File: src/rtl/smsdac_monitor.sv
// Segmented/mismatch-shaped DAC monitor: decodes the unit-element outputs, checks them
// against the delayed input code, and tracks per-pair switching-sequence running sums.
module smsdac_monitor #(
  parameter int LAT    = 1,
  parameter int SBOUND = 2
) (
  input  logic        clk,
  input  logic        rst_n,
  input  logic        en,
  input  logic        clr,
  input  logic [4:0]  code_in,
  input  logic [7:0]  elem,
  output logic [4:0]  dac_v,
  output logic        match,
  output logic [7:0]  err_cnt,
  output logic [15:0] s_sum,
  output logic        bound_err,
  output logic        busy
);

  typedef enum logic [1:0] {IDLE, FILL, CHECK} state_t;

  localparam logic [1:0] FILL_LAST = 2'(LAT - 1);

  state_t     state;
  logic [1:0] fill_cnt;
  logic [4:0] value;
  logic [4:0] expected;
  logic       active;
  logic [3:0] over;
  logic [4:0] dly [LAT];

  // Each weight has two unit elements, so the sum tops out at 30 and fits 5 bits.
  always_comb begin
    value = ({1'b0, elem[7], 3'b000} + {1'b0, elem[6], 3'b000})
          + ({2'b00, elem[5], 2'b00} + {2'b00, elem[4], 2'b00})
          + ({3'b000, elem[3], 1'b0} + {3'b000, elem[2], 1'b0})
          + {4'b0000, elem[1]} + {4'b0000, elem[0]};
  end

  always_ff @(posedge clk or negedge rst_n) begin
    if (!rst_n) begin
      for (int i = 0; i < LAT; i++) dly[i] <= 5'd0;
    end else begin
      dly[0] <= code_in;
      for (int i = 1; i < LAT; i++) dly[i] <= dly[i-1];
    end
  end

  assign expected = dly[LAT-1];

  // Dropping en leaves CHECK on the same edge, so no comparison is made on that edge.
  assign active = en && (state == CHECK);

  generate
    for (genvar gi = 0; gi < 4; gi++) begin : g_pair
      logic signed [4:0] step;
      logic signed [4:0] wide;
      logic signed [3:0] sat;
      logic signed [3:0] sum;

      assign step = $signed({4'b0000, elem[2*gi+1]}) - $signed({4'b0000, elem[2*gi]});
      assign wide = $signed({sum[3], sum}) + step;

      always_comb begin
        if (wide > 5'sd7)
          sat = 4'sd7;
        else if (wide < -5'sd8)
          sat = -4'sd8;
        else
          sat = wide[3:0];
      end

      assign over[gi] = active && ((int'(sat) > SBOUND) || (int'(sat) < -SBOUND));

      always_ff @(posedge clk or negedge rst_n) begin
        if (!rst_n)
          sum <= 4'sd0;
        else if (clr)
          sum <= 4'sd0;
        else if (active)
          sum <= sat;
      end

      assign s_sum[4*gi +: 4] = sum;
    end
  endgenerate

  always_ff @(posedge clk or negedge rst_n) begin
    if (!rst_n) begin
      state     <= IDLE;
      fill_cnt  <= 2'd0;
      busy      <= 1'b0;
      dac_v     <= 5'd0;
      match     <= 1'b0;
      err_cnt   <= 8'd0;
      bound_err <= 1'b0;
    end else begin
      dac_v <= value;

      if (!en) begin
        state    <= IDLE;
        busy     <= 1'b0;
        fill_cnt <= 2'd0;
      end else begin
        case (state)
          IDLE: begin
            state    <= FILL;
            busy     <= 1'b1;
            fill_cnt <= 2'd0;
          end
          FILL: begin
            busy <= 1'b1;
            if (fill_cnt == FILL_LAST)
              state <= CHECK;
            else
              fill_cnt <= fill_cnt + 2'd1;
          end
          CHECK: begin
            busy <= 1'b1;
          end
          default: begin
            state <= IDLE;
            busy  <= 1'b0;
          end
        endcase
      end

      // clr wins over any simultaneous check result; the FSM above is left alone.
      if (clr) begin
        match     <= 1'b0;
        err_cnt   <= 8'd0;
        bound_err <= 1'b0;
      end else if (active) begin
        match <= (value == expected);
        if ((value != expected) && (err_cnt != 8'hFF))
          err_cnt <= err_cnt + 8'd1;
        if (|over)
          bound_err <= 1'b1;
      end else begin
        match <= 1'b0;
      end
    end
  end

`ifndef SYNTHESIS
  a_busy_state: assert property (@(posedge clk) disable iff (!rst_n)
    busy == (state != IDLE));
  a_match_only_check: assert property (@(posedge clk) disable iff (!rst_n)
    (state != CHECK) |-> !match);
`endif

endmodule
File: config.mk
export PLATFORM = sky130hd
export DESIGN_NAME = smsdac_monitor
export DESIGN_NICKNAME = d
export VERILOG_FILES = /design/src/rtl/smsdac_monitor.sv
export SDC_FILE = /design/constraint.sdc
export NUM_CORES = 1
export LEC_CHECK = 0
export CORE_ASPECT_RATIO = 2
export CORE_MARGIN = 1.5
export CORE_UTILIZATION = 45
export CTS_CLUSTER_SIZE = 14
export DETAILED_ROUTE_END_ITERATION = 12
export PLACE_DENSITY = 0.71
export SLEW_MARGIN = 10
export SYNTH_ARGS = -nofsm -noshare
export SYNTH_HDL_FRONTEND = slang
export SYNTH_SLANG_ARGS = --single-unit
File: constraint.sdc
create_clock -name clk -period 4.3 [get_ports clk]
set_input_delay 1.075 -clock clk [delete_from_list [all_inputs] [get_ports clk]]
set_output_delay 1.075 -clock clk [all_outputs]
set_load 0.005 [all_outputs]
======== Yosys cells after proc, flatten, opt, wreduce, memory -nomap -nowiden ========
Index checks and enable logic that the tools add are counted.
storage, ports and cells
  flip-flop bits (word level) ............. 41
  bits of input ports ..................... 17
  output and inout port bits .............. 32
  word-level logic and storage cells ...... 107
cells by class
  add/sub/neg operators ................... 17
  order comparisons ....................... 16
  equal/unequal tests ..................... 9
  multiplexer cells ....................... 32
  reductions and logical operators ........ 21
operator list
  operator               count
  $mux W4                16
  $mux W8                3
  $add A4 B2 Y5          4
  $gt A5 B4 Y1 const B   4
  $lt A5 B4 Y1 const B   4
  $gt A4 B3 Y1 const B   4
  $lt A4 B2 Y1 const B   4
  $add A5 B1 Y5          2
  $add A8 B1 Y8 const B  1
  $mux W2                4
  $ne A8 B8 Y1 const B   1
  $reduce_and A2 Y1      4
  $sub A1 B1 Y2          4
  $mux W1                7
  $logic_and A1 B1 Y1    6
  $ne A3 B3 Y1 const B   2
  $pmux W2 S3            1
  $reduce_bool A2 Y1     3
  $add A4 B4 Y5          1
  $add A5 B3 Y5          1
  $add A5 B4 Y5          1
  $eq A5 B5 Y1           1
  $ne A5 B5 Y1           1
  $add A3 B3 Y4          1
  other kinds (11)       15

======== Logic depth before layout (Yosys ltp) ========
  word-level depth ........................ 12
  depth in mapped cells ................... 14
  mapped depth without buffers ............ 12

======== Least setup slack after synthesis ========
Ideal clock, no wire load.
  path type ............................... in2reg
  from .................................... input port elem[5]
  to ...................................... register bound_err
  setup time .............................. 0.138 ns
  arrival time ............................ 3.254 ns
  data required time ...................... 4.162 ns
  slack ................................... 0.908 ns
  stages .................................. 14
  path buffers ............................ 2
  path through ............................ inv_1 > ha_1 > inv_1 > ha_1 > fa_1 > clkbuf_2 > a21oi_1 > nor3b_1 > a211o_1 > buf_4 > inv_1 > or4_1 > a32oi_1 > a311oi_1
on the way
  cells in the longest elaborated chain, start to end .. 11
  elaborated cells on any way between the ends .. 13
  those cells by class .................... add/sub: 2; order compare: 4; mux: 2; reduce/logical: 5
ends and longest elaborated chain
  element                                              line  source
  start: declaration                                   12    input logic [7:0] elem,
  $sub A1 B1 Y2 *                                      62    assign step = $signed({4'b0000, elem[2*gi+1]}) - $signed({4'b0000, elem[2*gi]});
  $add A4 B2 Y5 *                                      63    assign wide = $signed({sum[3], sum}) + step;
  $lt A5 B4 Y1                                         68    else if (wide < -5'sd8)
  $mux W4                                              68
  $mux W4 *                                            66    if (wide > 5'sd7)
  $gt A4 B3 Y1 / $lt A4 B2 Y1 (equally long branches)  74    assign over[gi] = active && ((int'(sat) > SBOUND) || (int'(sat) < -SBOUND));
  $logic_or A1 B1 Y1 *                                 74
  $logic_and A1 B1 Y1 *                                74
  $reduce_or A4 Y1 *                                   138   if (|over)
  $reduce_bool A2 Y1 (no line) *                       -
  $reduce_and A2 Y1 (no line) *                        -
  end signal: assignment                               97    bound_err <= 1'b0;
  end signal: assignment                               133   bound_err <= 1'b0;
  end signal: assignment                               139   bound_err <= 1'b1;
  end: declaration                                     17    output logic bound_err,
Every way passes the cells marked *; elsewhere a longest branch is shown, timed or not.
A chain may end at the register's enable or synchronous reset.

======== Final worst setup path ========
  from .................................... input port elem[1]
  to ...................................... register bound_err
The elaborated chain is that of the path after synthesis.

==> impl_metrics.json <==
{
  "outcome": "finished clean",
  "vdd_ir_drop_max_uv": 268.3,
  "wl_per_cell_um": 15.91,
  "post_cts_resized": 0,
  "required_ns": 4.45,
  "synthCells": 384,
  "setup_tns_ns": 0,
  "synth_edf_count": 0,
  "final_nets": 467,
  "ys_top_cells_by_area": "dfrtp_1 (32%), ha_1 (8.5%), a21oi_1 (6.0%)",
  "avgSynthCellArea_um2": 8.449,
  "dp_cells": 506,
  "tightest_slew_ns": 0.9664,
  "antenna_found_initial": 0,
  "cp.arrival_ns": 3.98,
  "drc": 0,
  "drive_above_1_share_pct": 8.274,
  "p_int_uw": 777.3,
  "fin_crit_sh_pct": 89.12,
  "overflow": 0,
  "cts_root_buf": "clkbuf_16",
  "rows": 43,
  "dr.pass1.iters": 4,
  "ant_nets": 0,
  "finalHoldViolCount": 0,
  "path_max_fanout": 7,
  "port_buffers": 48,
  "criticalPathCategory": "primary input to register",
  "cp_cell_sequence": "clkdlybuf4s50_1, inv_1, ha_1, inv_1, ha_1, fa_1, and2_1, nor2_1, nor3_1, or3_1, nand4b_1, a32oi_1, a311oi_1",
  "dieArea_mm2": 0.007759,
  "synth_common_cells": "nor2_1 (46), dfrtp_1 (41), a21oi_1 (39)",
  "post-synth-top-count-cell": "nor2_1",
  "die-height_um": 123.1,
  "synth_top_area_cell": "dfrtp_1",
  "pwr-share-comb_pct": 25.7,
  "syn_nets": 428,
  "pin_count": 49,
  "dp_slack_ns": 0.2096,
  "drt-vias-per-instance": 5.848,
  "cts_hold_buf": 0,
  "place_area_mm2": 0.003794,
  "critPathSlowestCell": "clkdlybuf4s50_1",
  "grt_pass1_wl_um": 13610,
  "power_switching_uw": 326.6,
  "yosysWarnings": 0,
  "synthArstFlopShare_pct": 100.0,
  "cts_tree": "built",
  "max_freq_mhz": 260.9,
  "clkLatencyLatePin_ns": 0.28,
  "min_period_ns": 3.832,
  "final_cell_area_mm2": 0.003940,
  "hold_class": "register to register",
  "place.gp.congestion": 0.8760,
  "setup_slack_ns": 0.4678,
  "syn2layout_area_growth_pct": 21.44,
  "relSlewSlack_pct": 35.57,
  "clock_power_share_pct": 34.4,
  "p_leak_nw": 1.640,
  "maxSlewViolCount": 0,
  "postCtsSetupBuffers": 0,
  "ys_seq_elements": 41,
  "n_antenna_cell": 0,
  "initial_core_util_pct": 46.75,
  "core_mm2": 0.006940,
  "cts_sinks": 41,
  "dp_hpwl_um": 6197,
  "finalClockSkew_ns": 0.003877,
  "ys_types": 61,
  "synthFlopType": "dfrtp_1",
  "wirelength_um": 8162,
  "powerDensity_mw_per_mm2": 280.2,
  "grt_pass1_vias": 2960,
  "htree_levels": 2,
  "worst_hold_slack_ns": 0.5418,
  "syn-cell-area_mm2": 0.003244,
  "grt_use_total_pct": 22.05,
  "first_iter_violations": 188,
  "rsz0062_at_grt": "false",
  "final_cells": 513,
  "clk_pin_slew_ns": 0.06,
  "setup_viol": 0,
  "clk_path_buf_depth": 2,
  "synth_top_area_share_pct": 31.62,
  "p_sw_share_pct": 29.59,
  "grt_max_degree": 42,
  "yosysSeqAreaShare_pct": 31.62,
  "die_x_um": 63.04,
  "startpoint_type": "primary input",
  "via_count": 3000,
  "max_cap_violations": 0,
  "slowest_delay_ns": 0.48,
  "pwr-share-seq_pct": 39.9,
  "cts_buffers": 5,
  "worstSetupEndpointType": "register"
}
==> power by group through the flow <==
stage	Combinational, mW	Clock (mW)	Sequential, mW
after detailed placement	0.282	0	0.447
final	0.284	0.380	0.440
after CTS	0.285	0.385	0.440
after floorplan	0.175	0	0.439
after global placement	0.278	0	0.446
after global routing	0.315	0.400	0.445
==> kinds of logic (layout without fill, tap and decap cells) <==
logic type | after synthesis | in the layout | share of synthesized area, %
and+or+nand+nor | 125 | 125 | 18.97
muxes | 6 | 6 | 2.159
adders and majority gates | 29 | 29 | 12.19
DFF | 41 | 41 | 31.62
xor gates and xnor gates | 16 | 16 | 4.743
buffers and inverters | 46 | 85 | 5.707
AOI/OAI and AO/OA | 121 | 121 | 24.61
==> metal layers <==
layer,part of all wire (%),GRT usage [%],vias up
li1,-,-,1450
met2,55,42.69,68
met5,0,0,-
met4,4.3,12.22,0
met3,2.3,2.730,27
met1,38,22.31,1455
==> cells in the final DEF, fill, tap and decap left out, types with 3 or more instances in the layout <==
cell	n
clkdlybuf4s50_1	47
nor2_1	46
dfrtp_1	41
a21oi_1	39
o21ai_0	25
nand2_1	22
ha_1	22
inv_1	21
nand2b_1	11
nor3_1	11
xnor2_1	10
a211oi_1	10
buf_4	9
nor2b_1	5
xor2_1	5
and2_1	5
a31oi_1	5
nand3_1	5
fa_1	5
clkbuf_16	5
mux2_2	4
o211ai_1	4
o21a_1	3
o311ai_0	3
a311oi_1	3
nor3b_1	3
a32oi_1	3
a31o_2	3
==> critical path, delay by kind of cell <==
kind	cells	cell delay (ns)
buffers and inverters	3	0.60
adder cells (fa/ha/maj)	3	1.00
AO/OA/AOI/OAI	2	0.30
AND/OR/NAND/NOR	5	1.01
==> state kept, by name (all words and copies together) (netlist names) <==
name        cells
busy            1
fill_cnt        2
dly             5
g_pair.sum     16
dac_v           5
state           2
match           1
err_cnt         8
bound_err       1
==> through the flow <==
step / util [%] / total power, mW
2_1_floorplan: - / 0.6137
3_5_place_dp: 54.66 / 0.7295
3_3_place_gp: 54.66 / 0.7240
4_1_cts: 56.77 / 1.110
6_report: 56.77 / 1.104
5_1_grt: 56.77 / 1.159
==> area by class of cell <==
| type | count | area [µm²] |
|---|---|---|
| clock buffers | 6 | 138.9 |
| clock inverters | 1 | 7.507 |
| fillers | 608 | 3000 |
| inverters | 21 | 78.83 |
| multi-input cells | 297 | 2033 |
| flip-flops and latches | 41 | 1026 |
| well taps | 90 | 112.6 |
| repair buffers | 57 | 543.0 |
==> path summary, 6_finish.rpt <==
path                                               from                            to  slack [ns]  cells past startpoint
max in group asynchronous                         rst_n  g_pair[2].sum[3]$_DFFE_PN0P_        2.75                      1
hold / removal                     state[0]$_DFFE_PN0P_                busy$_DFF_PN0_        0.54                      1
hold reg to reg                    state[0]$_DFFE_PN0P_                busy$_DFF_PN0_        0.54                      1
setup reg to reg           g_pair[0].sum[0]$_DFFE_PN0P_         bound_err$_DFFE_PN0P_        1.73                      9
min in group asynchronous                         rst_n  g_pair[3].sum[1]$_DFFE_PN0P_        0.93                      1
setup / recovery                                elem[1]         bound_err$_DFFE_PN0P_        0.47                     13
Power figures use the tool's default switching activity.
